`src/rtl/seq_control_unit.sv`:
```
// Multi-cycle instruction sequencer: IDLE -> DECODE -> EXEC -> (MEM_WAIT) -> WB.
// Optional LOAD watchdog enabled by defining CU_MEM_TIMEOUT_EN.
module seq_control_unit #(
  parameter int INSTR_W     = 16,
  parameter int REG_AW      = 2,
  parameter int ADDR_W      = 8,
  parameter int ALU_W       = 4,
  parameter int MEM_TIMEOUT = 15
) (
  input  logic               clk,
  input  logic               rst,
  input  logic               instr_valid,
  output logic               instr_ready,
  input  logic [INSTR_W-1:0] instruction,
  input  logic               branch_check,
  input  logic               mem_ready,
  output logic [ALU_W-1:0]   alu_code,
  output logic               ram_rd,
  output logic               reg_rd,
  output logic               reg_wr,
  output logic               pc_jump,
  output logic               pc_branch,
  output logic [REG_AW-1:0]  reg1,
  output logic [REG_AW-1:0]  reg2,
  output logic [ADDR_W-1:0]  ram_adr,
  output logic               illegal,
  output logic               mem_timeout,
  output logic               busy,
  output logic [15:0]        retired
);

  localparam logic [3:0] OP_ADD  = 4'b0000;
  localparam logic [3:0] OP_SUB  = 4'b0010;
  localparam logic [3:0] OP_LOAD = 4'b0100;
  localparam logic [3:0] OP_JUMP = 4'b1000;

  typedef enum logic [2:0] {
    S_IDLE     = 3'd0,
    S_DECODE   = 3'd1,
    S_EXEC     = 3'd2,
    S_MEM_WAIT = 3'd3,
    S_WB       = 3'd4
  } state_t;

  state_t             state_q, state_d;
  logic [INSTR_W-1:0] ir_q, ir_d;
  logic [15:0]        retired_q, retired_d;

  logic [3:0]         opcode_s;
  logic [REG_AW-1:0]  rs1_s, rs2_s;
  logic [ADDR_W-1:0]  adr_s;
  logic               is_alu_s, is_load_s, is_jump_s, is_branch_s, is_legal_s;
  logic               tmo_hit_s;

  assign opcode_s    = ir_q[INSTR_W-1 -: 4];
  assign rs1_s       = ir_q[INSTR_W-5 -: REG_AW];
  assign rs2_s       = ir_q[INSTR_W-5-REG_AW -: REG_AW];
  assign adr_s       = ir_q[ADDR_W-1:0];
  assign is_alu_s    = (opcode_s == OP_ADD) || (opcode_s == OP_SUB);
  assign is_load_s   = (opcode_s == OP_LOAD);
  assign is_jump_s   = (opcode_s == OP_JUMP);
  assign is_branch_s = (opcode_s == 4'b1101) || (opcode_s == 4'b1110) || (opcode_s == 4'b1111);
  assign is_legal_s  = is_alu_s || is_load_s || is_jump_s || is_branch_s;

`ifdef CU_MEM_TIMEOUT_EN
  localparam int TMO_W = $clog2(MEM_TIMEOUT + 1);
  logic [TMO_W-1:0] tmo_q, tmo_d;

  // EXEC precedes every MEM_WAIT entry, so clearing there restarts the count.
  always_comb begin
    tmo_d = tmo_q;
    if (state_q == S_EXEC) begin
      tmo_d = '0;
    end else if (state_q == S_MEM_WAIT) begin
      tmo_d = tmo_q + TMO_W'(1);
    end else begin
      tmo_d = tmo_q;
    end
  end

  always_ff @(posedge clk or posedge rst) begin
    if (rst) begin
      tmo_q <= '0;
    end else begin
      tmo_q <= tmo_d;
    end
  end

  assign tmo_hit_s = (state_q == S_MEM_WAIT) && !mem_ready &&
                     (tmo_q == TMO_W'(MEM_TIMEOUT - 1));
`else
  logic unused_tmo_s;
  assign unused_tmo_s = MEM_TIMEOUT[0];
  assign tmo_hit_s    = 1'b0;
`endif

  always_ff @(posedge clk or posedge rst) begin
    if (rst) begin
      state_q   <= S_IDLE;
      ir_q      <= '0;
      retired_q <= 16'd0;
    end else begin
      state_q   <= state_d;
      ir_q      <= ir_d;
      retired_q <= retired_d;
    end
  end

  always_comb begin
    state_d   = state_q;
    ir_d      = ir_q;
    retired_d = retired_q;
    case (state_q)
      S_IDLE: begin
        if (instr_valid) begin
          ir_d    = instruction;
          state_d = S_DECODE;
        end else begin
          state_d = S_IDLE;
        end
      end
      S_DECODE: begin
        if (is_legal_s) begin
          state_d = S_EXEC;
        end else begin
          state_d = S_IDLE;
        end
      end
      S_EXEC: begin
        if (is_alu_s) begin
          state_d = S_WB;
        end else if (is_load_s) begin
          state_d = S_MEM_WAIT;
        end else begin
          state_d   = S_IDLE;
          retired_d = retired_q + 16'd1;
        end
      end
      S_MEM_WAIT: begin
        // mem_ready takes priority over a timeout reached in the same cycle
        if (mem_ready) begin
          state_d = S_WB;
        end else if (tmo_hit_s) begin
          state_d = S_IDLE;
        end else begin
          state_d = S_MEM_WAIT;
        end
      end
      S_WB: begin
        state_d   = S_IDLE;
        retired_d = retired_q + 16'd1;
      end
      default: begin
        state_d = S_IDLE;
      end
    endcase
  end

  always_comb begin
    instr_ready = 1'b0;
    alu_code    = '0;
    ram_rd      = 1'b0;
    reg_rd      = 1'b0;
    reg_wr      = 1'b0;
    pc_jump     = 1'b0;
    pc_branch   = 1'b0;
    reg1        = '0;
    reg2        = '0;
    ram_adr     = '0;
    illegal     = 1'b0;
    mem_timeout = tmo_hit_s;
    busy        = (state_q != S_IDLE);
    retired     = retired_q;
    case (state_q)
      S_IDLE: begin
        instr_ready = !rst;
      end
      S_DECODE: begin
        reg_rd  = 1'b1;
        illegal = !is_legal_s;
        if (is_alu_s || is_branch_s) begin
          reg1 = rs1_s;
          reg2 = rs2_s;
        end else if (is_load_s) begin
          reg1 = rs1_s;
        end else begin
          reg1 = '0;
        end
      end
      S_EXEC: begin
        if (is_alu_s) begin
          alu_code = (opcode_s == OP_ADD) ? ALU_W'(4'b1000) : ALU_W'(4'b0100);
          reg1     = rs1_s;
          reg2     = rs2_s;
        end else if (is_load_s) begin
          alu_code = ALU_W'(4'b1001);
          ram_rd   = 1'b1;
          ram_adr  = adr_s;
        end else if (is_jump_s) begin
          pc_jump = 1'b1;
          ram_adr = adr_s;
        end else begin
          alu_code  = ALU_W'(opcode_s);
          reg1      = rs1_s;
          reg2      = rs2_s;
          pc_branch = branch_check;
          ram_adr   = branch_check ? adr_s : '0;
        end
      end
      S_MEM_WAIT: begin
        ram_rd  = 1'b1;
        ram_adr = adr_s;
        reg1    = rs1_s;
      end
      S_WB: begin
        reg_wr = 1'b1;
        reg1   = rs1_s;
      end
      default: begin
        busy = 1'b1;
      end
    endcase
  end

endmodule
```
`config.mk`:
```
export PLATFORM = sky130hd
export DESIGN_NAME = seq_control_unit
export DESIGN_NICKNAME = d
export VERILOG_FILES = /design/src/rtl/seq_control_unit.sv
export SDC_FILE = /design/constraint.sdc
export NUM_CORES = 1
export LEC_CHECK = 0
export BUFFER_PORTS_ARGS = -buffer_cell sky130_fd_sc_hd__buf_2
export CAP_MARGIN = 5
export CORE_MARGIN = 2
export CORE_UTILIZATION = 45
export DETAILED_ROUTE_END_ITERATION = 12
export PLACE_DENSITY = 0.74
export SETUP_SLACK_MARGIN = 0.5
export SYNTH_ARGS = -nofsm -noshare
export SYNTH_HDL_FRONTEND = slang
export SYNTH_SLANG_ARGS = --single-unit
```
`constraint.sdc`:
```
create_clock -name clk -period 1.7 [get_ports clk]
set_input_delay 0.255 -clock clk [delete_from_list [all_inputs] [get_ports clk]]
set_output_delay 0.255 -clock clk [all_outputs]
set_load 0.01 [all_outputs]
```
==> results of run 1 <==
[critical path, stage by stage, from the launching register on]
cell and delay (ns):
dfrtp_2 0.48, nor3b_2 0.31, a31oi_1 0.16, o211ai_1 0.34, nor2_1 0.12, nor2b_1 0.13
buf_2 0.15
[cell families after synthesis]
| kind of cell | after synthesis |
|---|---|
| muxes | 17 |
| other | 1 |
| DFF | 35 |
| adders and majority gates | 2 |
| AOI/OAI and AO/OA | 22 |
| xor gates and xnor gates | 15 |
| buffers and inverters | 14 |
| and+or+nand+nor | 76 |
[power groups by stage]
stage	Clock, uW	Sequential [uW]	Combinational (uW)
2_1_floorplan	0	1360	1610
3_3_place_gp	0	1450	2310
3_5_place_dp	0	1470	2340
4_1_cts	584	1470	3200
5_1_grt	630	1520	4300
6_report	569	1490	4090
[per-stage QoR]
| stage | setup WS (ns) | hold WS [ns] |
|---|---|---|
| floorplan | -0.0212 | 0.372 |
| global placement | -0.0233 | 0.389 |
| detailed placement | -0.0758 | 0.381 |
| CTS | -0.251 | 0.0772 |
| global route | -0.583 | 0.123 |
| finish | -0.513 | 0.0899 |
[sequential cells by signal (all words and copies together), names as in the netlist]
signal and flops:
retired 16, ir_q 16, state_q 3
[how the worst max path moves through the flow]
stage | end | cells after the start
floorplan | ir_q[0] | 5
global placement | reg1[0] | 6
detailed placement | retired[14] | 6
CTS | reg1[0] | 6
global route | reg1[0] | 6
finish | reg1[0] | 6
[timing repair]
| item | 4_1_cts | 5_1_grt |
|---|---|---|
| setup buffers | 20 | 13 |
| gates cloned | 2 | 0 |
| resized for setup | 60 | 53 |
| setup endpoints to repair | 59 | 61 |
| pin swaps | 30 | 20 |
[routing by layer]
| metal | vias up | share of wire [%] | track usage, % |
|---|---|---|---|
| li1 | 868 | - | - |
| met1 | 912 | 39 | 29.1 |
| met2 | 75 | 50 | 41.7 |
| met3 | 32 | 5.0 | 5.36 |
| met4 | 0 | 5.1 | 14.8 |
| met5 | - | 0 | 0 |
[synthesized netlist by cell type (3+ instances only)]
library cell,number
nand2_1,11
clkbuf_1,4
and3_1,3
and2_1,9
nor2_1,22
dfrtp_1,35
mux2_2,17
o21ai_0,6
inv_1,6
nand3_1,6
nand4_1,6
a21oi_1,7
xor2_1,11
nor2b_1,3
xnor2_1,4
[area by class of cell]
cell class | count | share of cell area, %
clock inverters | 1 | 0.149
well taps | 50 | 1.87
clock buffers | 7 | 2.28
flip-flops and latches | 35 | 26.5
multi-input cells | 134 | 38.5
repair buffers | 119 | 29.9
inverters | 6 | 0.747
==> metrics.md, run 1 <==
| Metric | Value |
|---|---|
| Drt pass-1 iters | `4` |
| Most frequent cells in the layout | `buf_6 (48), buf_2 (46), dfrtp_1 (26)` |
| Die area | `about 4700 um2` |
| Warnings, synthesis | `0` |
| Clock Power Share | `9.3%` |
| Failing checks | `negative setup slack` |
| Max Clk Rate | `about 450 MHz` |
| Max-cap violations | `0` |
| Total Power | `6150 uW` |
| Die Width | `between 60 and 70 um` |
| Post-Synth Simple-Gate Area | `between 20% and 30%` |
| Reg clk slew, reported paths | `about 0.07 ns` |
| Tot GR Track Use | `approximately 25%` |
| Switching Share | `between 30 and 40%` |
| Pwr dens | `1830 nW/um2` |
| HPWL Detailed | `about 3300 um` |
| Adder-cell share of the synthesized area | `~1.2%` |
| Gate Count Post-Synth | `~180` |
| Rows | `23` |
| Mean area per synthesized cell | `10.3 um2` |
| Int Pwr | `around 3800 uW` |
| Clock skew | `0.00472 ns` |
| Core footprint | `between 4000 and 5000 um2` |
| Post-Syn Area | `around 1900 um2` |
| Top_reg_cell synth | `dfrtp_1` |
| R2R depth | `7` |
| WP data required | `between 1 and 1.5 ns` |
| Num CTS Buffers | `5` |
| RSZ-0062 raised after global routing | `true` |
| Compound-cell area share of the yosys netlist | `7.78%` |
| EDFF count, synth | `0` |
| Largest net degree at the start of global routing | `36` |
| # fillers | `between 200 and 250` |
| Synth Area in XOR/XNOR | `roughly 7.0%` |
| Initial antenna violation count | `0` |
| Detailed-route via count | `between 1500 and 2000` |
| Vias in the first global route | `about 1700` |
| Setup ws final | `-0.513 ns` |
| Area grow syn2layout | `78.2%` |
| CP arrival | `between 1.5 and 2 ns` |
| Crit path kind | `reg -> out` |
| Register share of total power | `about a quarter` |
| Critical Path End Type | `output port` |
| GRT overflow | `0` |
| Clock Latency Late Sink | `a little under 0.3 ns` |
| Routed WL per cell | `18.6 um` |
| Commonest non-fill, non-tap cell in the layout | `buf_6` |
| Tmin final | `2.21 ns` |
| Final instance area | `about 3400 um2` |
| H-tree depth | `2` |
| Antenna Cells | `0` |
| Ys async rst share | `100%` |
| Placer congestion estimate | `about 0.93` |
| #FFs+latches synth | `35` |
| Critical Path Source | `state_q[0]` |
| Worst R2R End | `retired[15]` |
| Hold Path Class | `in -> async` |
| Via-per-instance ratio | `about 5.4` |
| Outcome | `complete, but fails checks` |
| Reg area | `887 um2` |
| Clock buffer depth | `2` |
| Largest cells by area after synthesis | `dfrtp_1 (47%), mux2_2 (10%), xor2_1 (5.1%), nor2_1 (4.4%), and2_1 (3.0%)` |
| # DRC | `0` |
| Period utilization | `130%` |
| CP max FO | `7` |
| Placed cell count | `approximately 310` |
| Combinational Power Share | `66.6%` |
| Ports | `a little over 60` |
| Distinct cells, synth | `43` |
| Initial core utilization | `47.0%` |
| Final ANT Viol Nets | `0` |
| Sequential fraction of the synthesis area | `between 40% and 50%` |
| NetSw | `roughly 2400 uW` |
| Die H | `roughly 69 um` |
| Worst IR Drop VDD | `0.983 mV` |
| Post-CTS Hold Buffers | `0` |
| Mux contribution to synthesized area | `around a tenth` |
| Post-route insts no fill | `~350` |
| Yosys top cell area share | `a little under half` |
| Final Max Tran Viols | `0` |
| Setup tns final | `-13.96 ns` |
| Core Util, Final | `a little over four fifths` |
| Reg-to-reg critical path startpoint | `state_q[2]` |
| Worst R2R Setup Slack | `-0.38 ns` |
| DP Area | `about 2500 um2` |
| Setup violators final | `between 50 and 60` |
| Sink Count | `35` |
| Nets@finish | `between 300 and 400` |
| Synth area leader | `dfrtp_1` |
| # port buffers | `60` |
| Final Hold Viols | `0` |
| First-pass GRT wire length | `8380 um` |
| CTS root buf | `clkbuf_8` |
| Leak | `between 0.0015 and 0.002 uW` |
| Startpoint Class | `flop` |
| Area of the multi-input gates | `between 1000 and 1500 um2` |
| Main combinational cell family by area after synthesis | `simple AND/OR/NAND/NOR gates` |
| Final wirelength | `6560 um` |
| Syn_nets | `204` |
| CTS tree | `built` |
| DRT iter0 DRCs | `~60` |
| Layout cells sized above 1 | `68.5%` |
(Power assumes the default switching activity.)
==> inputs of run 2 (changes only) <==
--- a/config.mk
+++ b/config.mk
@@ -11,6 +11,7 @@
 export CORE_UTILIZATION = 45
 export DETAILED_ROUTE_END_ITERATION = 12
 export PLACE_DENSITY = 0.74
+export RECOVER_POWER = 25
 export SETUP_SLACK_MARGIN = 0.5
 export SYNTH_ARGS = -nofsm -noshare
 export SYNTH_HDL_FRONTEND = slang
==> run 2 against run 1 <==
Compared with the run above: power is essentially flat; clock skew stayed put; wire length about the same; the flow still finishes with violations (negative setup slack).
==> metrics.md, run 2 (synthesized netlist as in run 1, its figures left out) <==
| Metric | Value |
|---|---|
| Worst relative slew slack | `between 40% and 50%` |
| Failing checks | `negative setup slack` |
| Clock buffer depth | `2 (unchanged)` |
| Final Hold Viols | `0 (unchanged)` |
| Max-cap violations | `0 (unchanged)` |
| # port buffers | `60 (unchanged)` |
| First-pass GRT wire length | `8380 um (unchanged)` |
| Max Clk Rate | `452 MHz (about the same)` |
| Clock skew | `0.00472 ns (unchanged)` |
| GRT overflow | `0 (unchanged)` |
| Period utilization | `130% (about the same)` |
| Die H | `68.6 um (unchanged)` |
| Setup violators final | `56 (unchanged)` |
| Critical Path End Type | `output port` |
| DRT iter0 DRCs | `61 (unchanged)` |
| Detailed-route via count | `1889 (+0.11%)` |
| Tot GR Track Use | `24.9% (unchanged)` |
| Layout cells sized above 1 | `68.2% (-0.33 points)` |
| Crit path buf inv count | `1 (unchanged)` |
| Startpoint Class | `flop` |
| # DRC | `0 (unchanged)` |
| Die Width | `68.6 um (unchanged)` |
| Largest net degree at the start of global routing | `36 (unchanged)` |
| Clock Latency Late Sink | `0.29 ns (about the same)` |
| Final ANT Viol Nets | `0 (unchanged)` |
| Via-per-instance ratio | `5.37 (+0.11%)` |
| WP data required | `1.44 ns (about the same)` |
| HPWL Detailed | `3290 um (unchanged)` |
| Ports | `62 (unchanged)` |
| Reg area | `887 um2 (unchanged)` |
| Post-route insts no fill | `352 (unchanged)` |
| Leak | `0.00170 uW (-0.20%)` |
| Initial core utilization | `47.0% (unchanged)` |
| CTS tree | `built` |
| Hold Path Class | `in -> reg` |
| Reg clk slew, reported paths | `0.07 ns (about the same)` |
| Setup ws final | `-0.513 ns (+0.0000330 ns)` |
| Num CTS Buffers | `5 (unchanged)` |
| Initial antenna violation count | `0 (unchanged)` |
| Area grow syn2layout | `78.0%` |
| CP arrival | `1.96 ns (about the same)` |
| Die area | `4710 um2 (unchanged)` |
| Post-CTS Hold Buffers | `0 (unchanged)` |
| # fillers | `211 (+0.96%)` |
| Drt pass-1 iters | `4 (unchanged)` |
| Outcome | `complete, but fails checks` |
| CP max stage delay | `0.48 ns (about the same)` |
| Placed cell count | `309 (unchanged)` |
| CP max FO | `7 (unchanged)` |
| Antenna Cells | `0 (unchanged)` |
| Total Power | `6150 uW (about the same)` |
| CP Cell Sequence | `nor3b_2 > a31oi_1 > o211ai_1 > nor2_1 > nor2b_1 > buf_2` |
| Routed WL per cell | `18.6 um (about the same)` |
| Commonest non-fill, non-tap cell in the layout | `buf_6` |
| Rows | `23 (unchanged)` |
| Core footprint | `4000 um2 (unchanged)` |
| Crit path kind | `reg -> out` |
| Sink Count | `35 (unchanged)` |
| Final Max Tran Viols | `0 (unchanged)` |
| Crit path max-delay cell type | `dfrtp_2` |
| Placer congestion estimate | `0.932 (unchanged)` |
| Worst-Margin Slew | `approximately 0.86 ns` |
| Top Family by Delay on Critical Path | `simple AND/OR/NAND/NOR gates` |
| Tmin final | `2.21 ns (-0.0000330 ns)` |
| RSZ-0062 raised after global routing | `true` |
| Pwr dens | `1840 nW/um2 (about the same)` |
| Worst IR Drop VDD | `0.983 mV (about the same)` |
| Worst R2R Setup Slack | `-0.38 ns (about the same)` |
| Area of the multi-input gates | `1290 um2 (unchanged)` |
| Most frequent cells in the layout | `buf_6 (48), buf_2 (45), dfrtp_1 (26)` |
| CTS root buf | `clkbuf_8` |
| Vias in the first global route | `1722 (unchanged)` |
| H-tree depth | `2 (unchanged)` |
| Final wirelength | `6560 um (about the same)` |
| Nets@finish | `323 (unchanged)` |
[run 2: cell types whose count changed in the layout (fill, tap and decap cells not counted), sizes merged]
cell,delta
buf,-2
clkbuf,+2
[run 2: area by class of cell]
class	count	area share [%]
Multi-Input combinational cell	134	38.6
Timing Repair Buffer	119	29.9
Sequential cell	35	26.5
Inverter	6	0.748
Clock inverter	1	0.150
Clock buffer	7	2.28
Tap cell	50	1.87
[run 2: worst register-to-register path: stages, from the launching register on]
cell and delay (ns):
dfrtp_2 0.47, buf_4 0.17, or3b_4 0.42, buf_6 0.14
o21ai_4 0.20, nand3_4 0.20, nor4_4 0.20, xor2_1 0.20
[run 2: final timing paths]
check / to / cells after the start / startpoint
setup / recovery: reg1[0] / 6 / state_q[0]
hold / removal: ir_q[5] / 2 / instruction[5]
setup reg to reg: retired[15] / 7 / state_q[2]
hold reg to reg: retired[13] / 1 / retired[13]
max in group asynchronous: ir_q[12] / 3 / rst
min in group asynchronous: retired[11] / 3 / rst
[run 2: metrics by stage]
| stage | setup TNS (ns) | util, % | hold WS, ns | cell area [um2] | setup slack [ns] |
|---|---|---|---|---|---|
| final | -13.96 | 83.7 | 0.201 | 3350 | -0.513 |
| after CTS | -6.98 | 75.9 | 0.0772 | 3040 | -0.251 |
| after global routing | -16.91 | 83.7 | 0.190 | 3350 | -0.583 |
| after global placement | -0.0513 | 63.1 | 0.389 | 2520 | -0.0233 |
| after detailed placement | -0.817 | 63.1 | 0.381 | 2520 | -0.0758 |
| after floorplan | -0.186 | - | 0.372 | 2040 | -0.0212 |
[run 2: power by group]
part           internal (uW)  switching, uW  leakage (uW)  total, uW
logic                   2350           1740       0.00123       4090
clock network            287            283     0.0000422        570
registers               1140            347      0.000431       1490
total                   3770           2370       0.00170       6150
[run 2: repair_timing]
item                                    4_1_cts  5_1_grt
buffers inserted                             20       13
pin swaps                                    30       20
resized for setup                            60       53
endpoints found under the setup margin       59       61
hold endpoints to repair                      0        0
cloned                                        2        0
[run 2: layer usage]
layer	GRT usage, %	vias up	wire length (um)
li1	-	868	-
met1	29.1	914	2590
met2	41.7	75	3310
met3	5.36	32	327
met4	14.8	0	334
met5	0	-	0
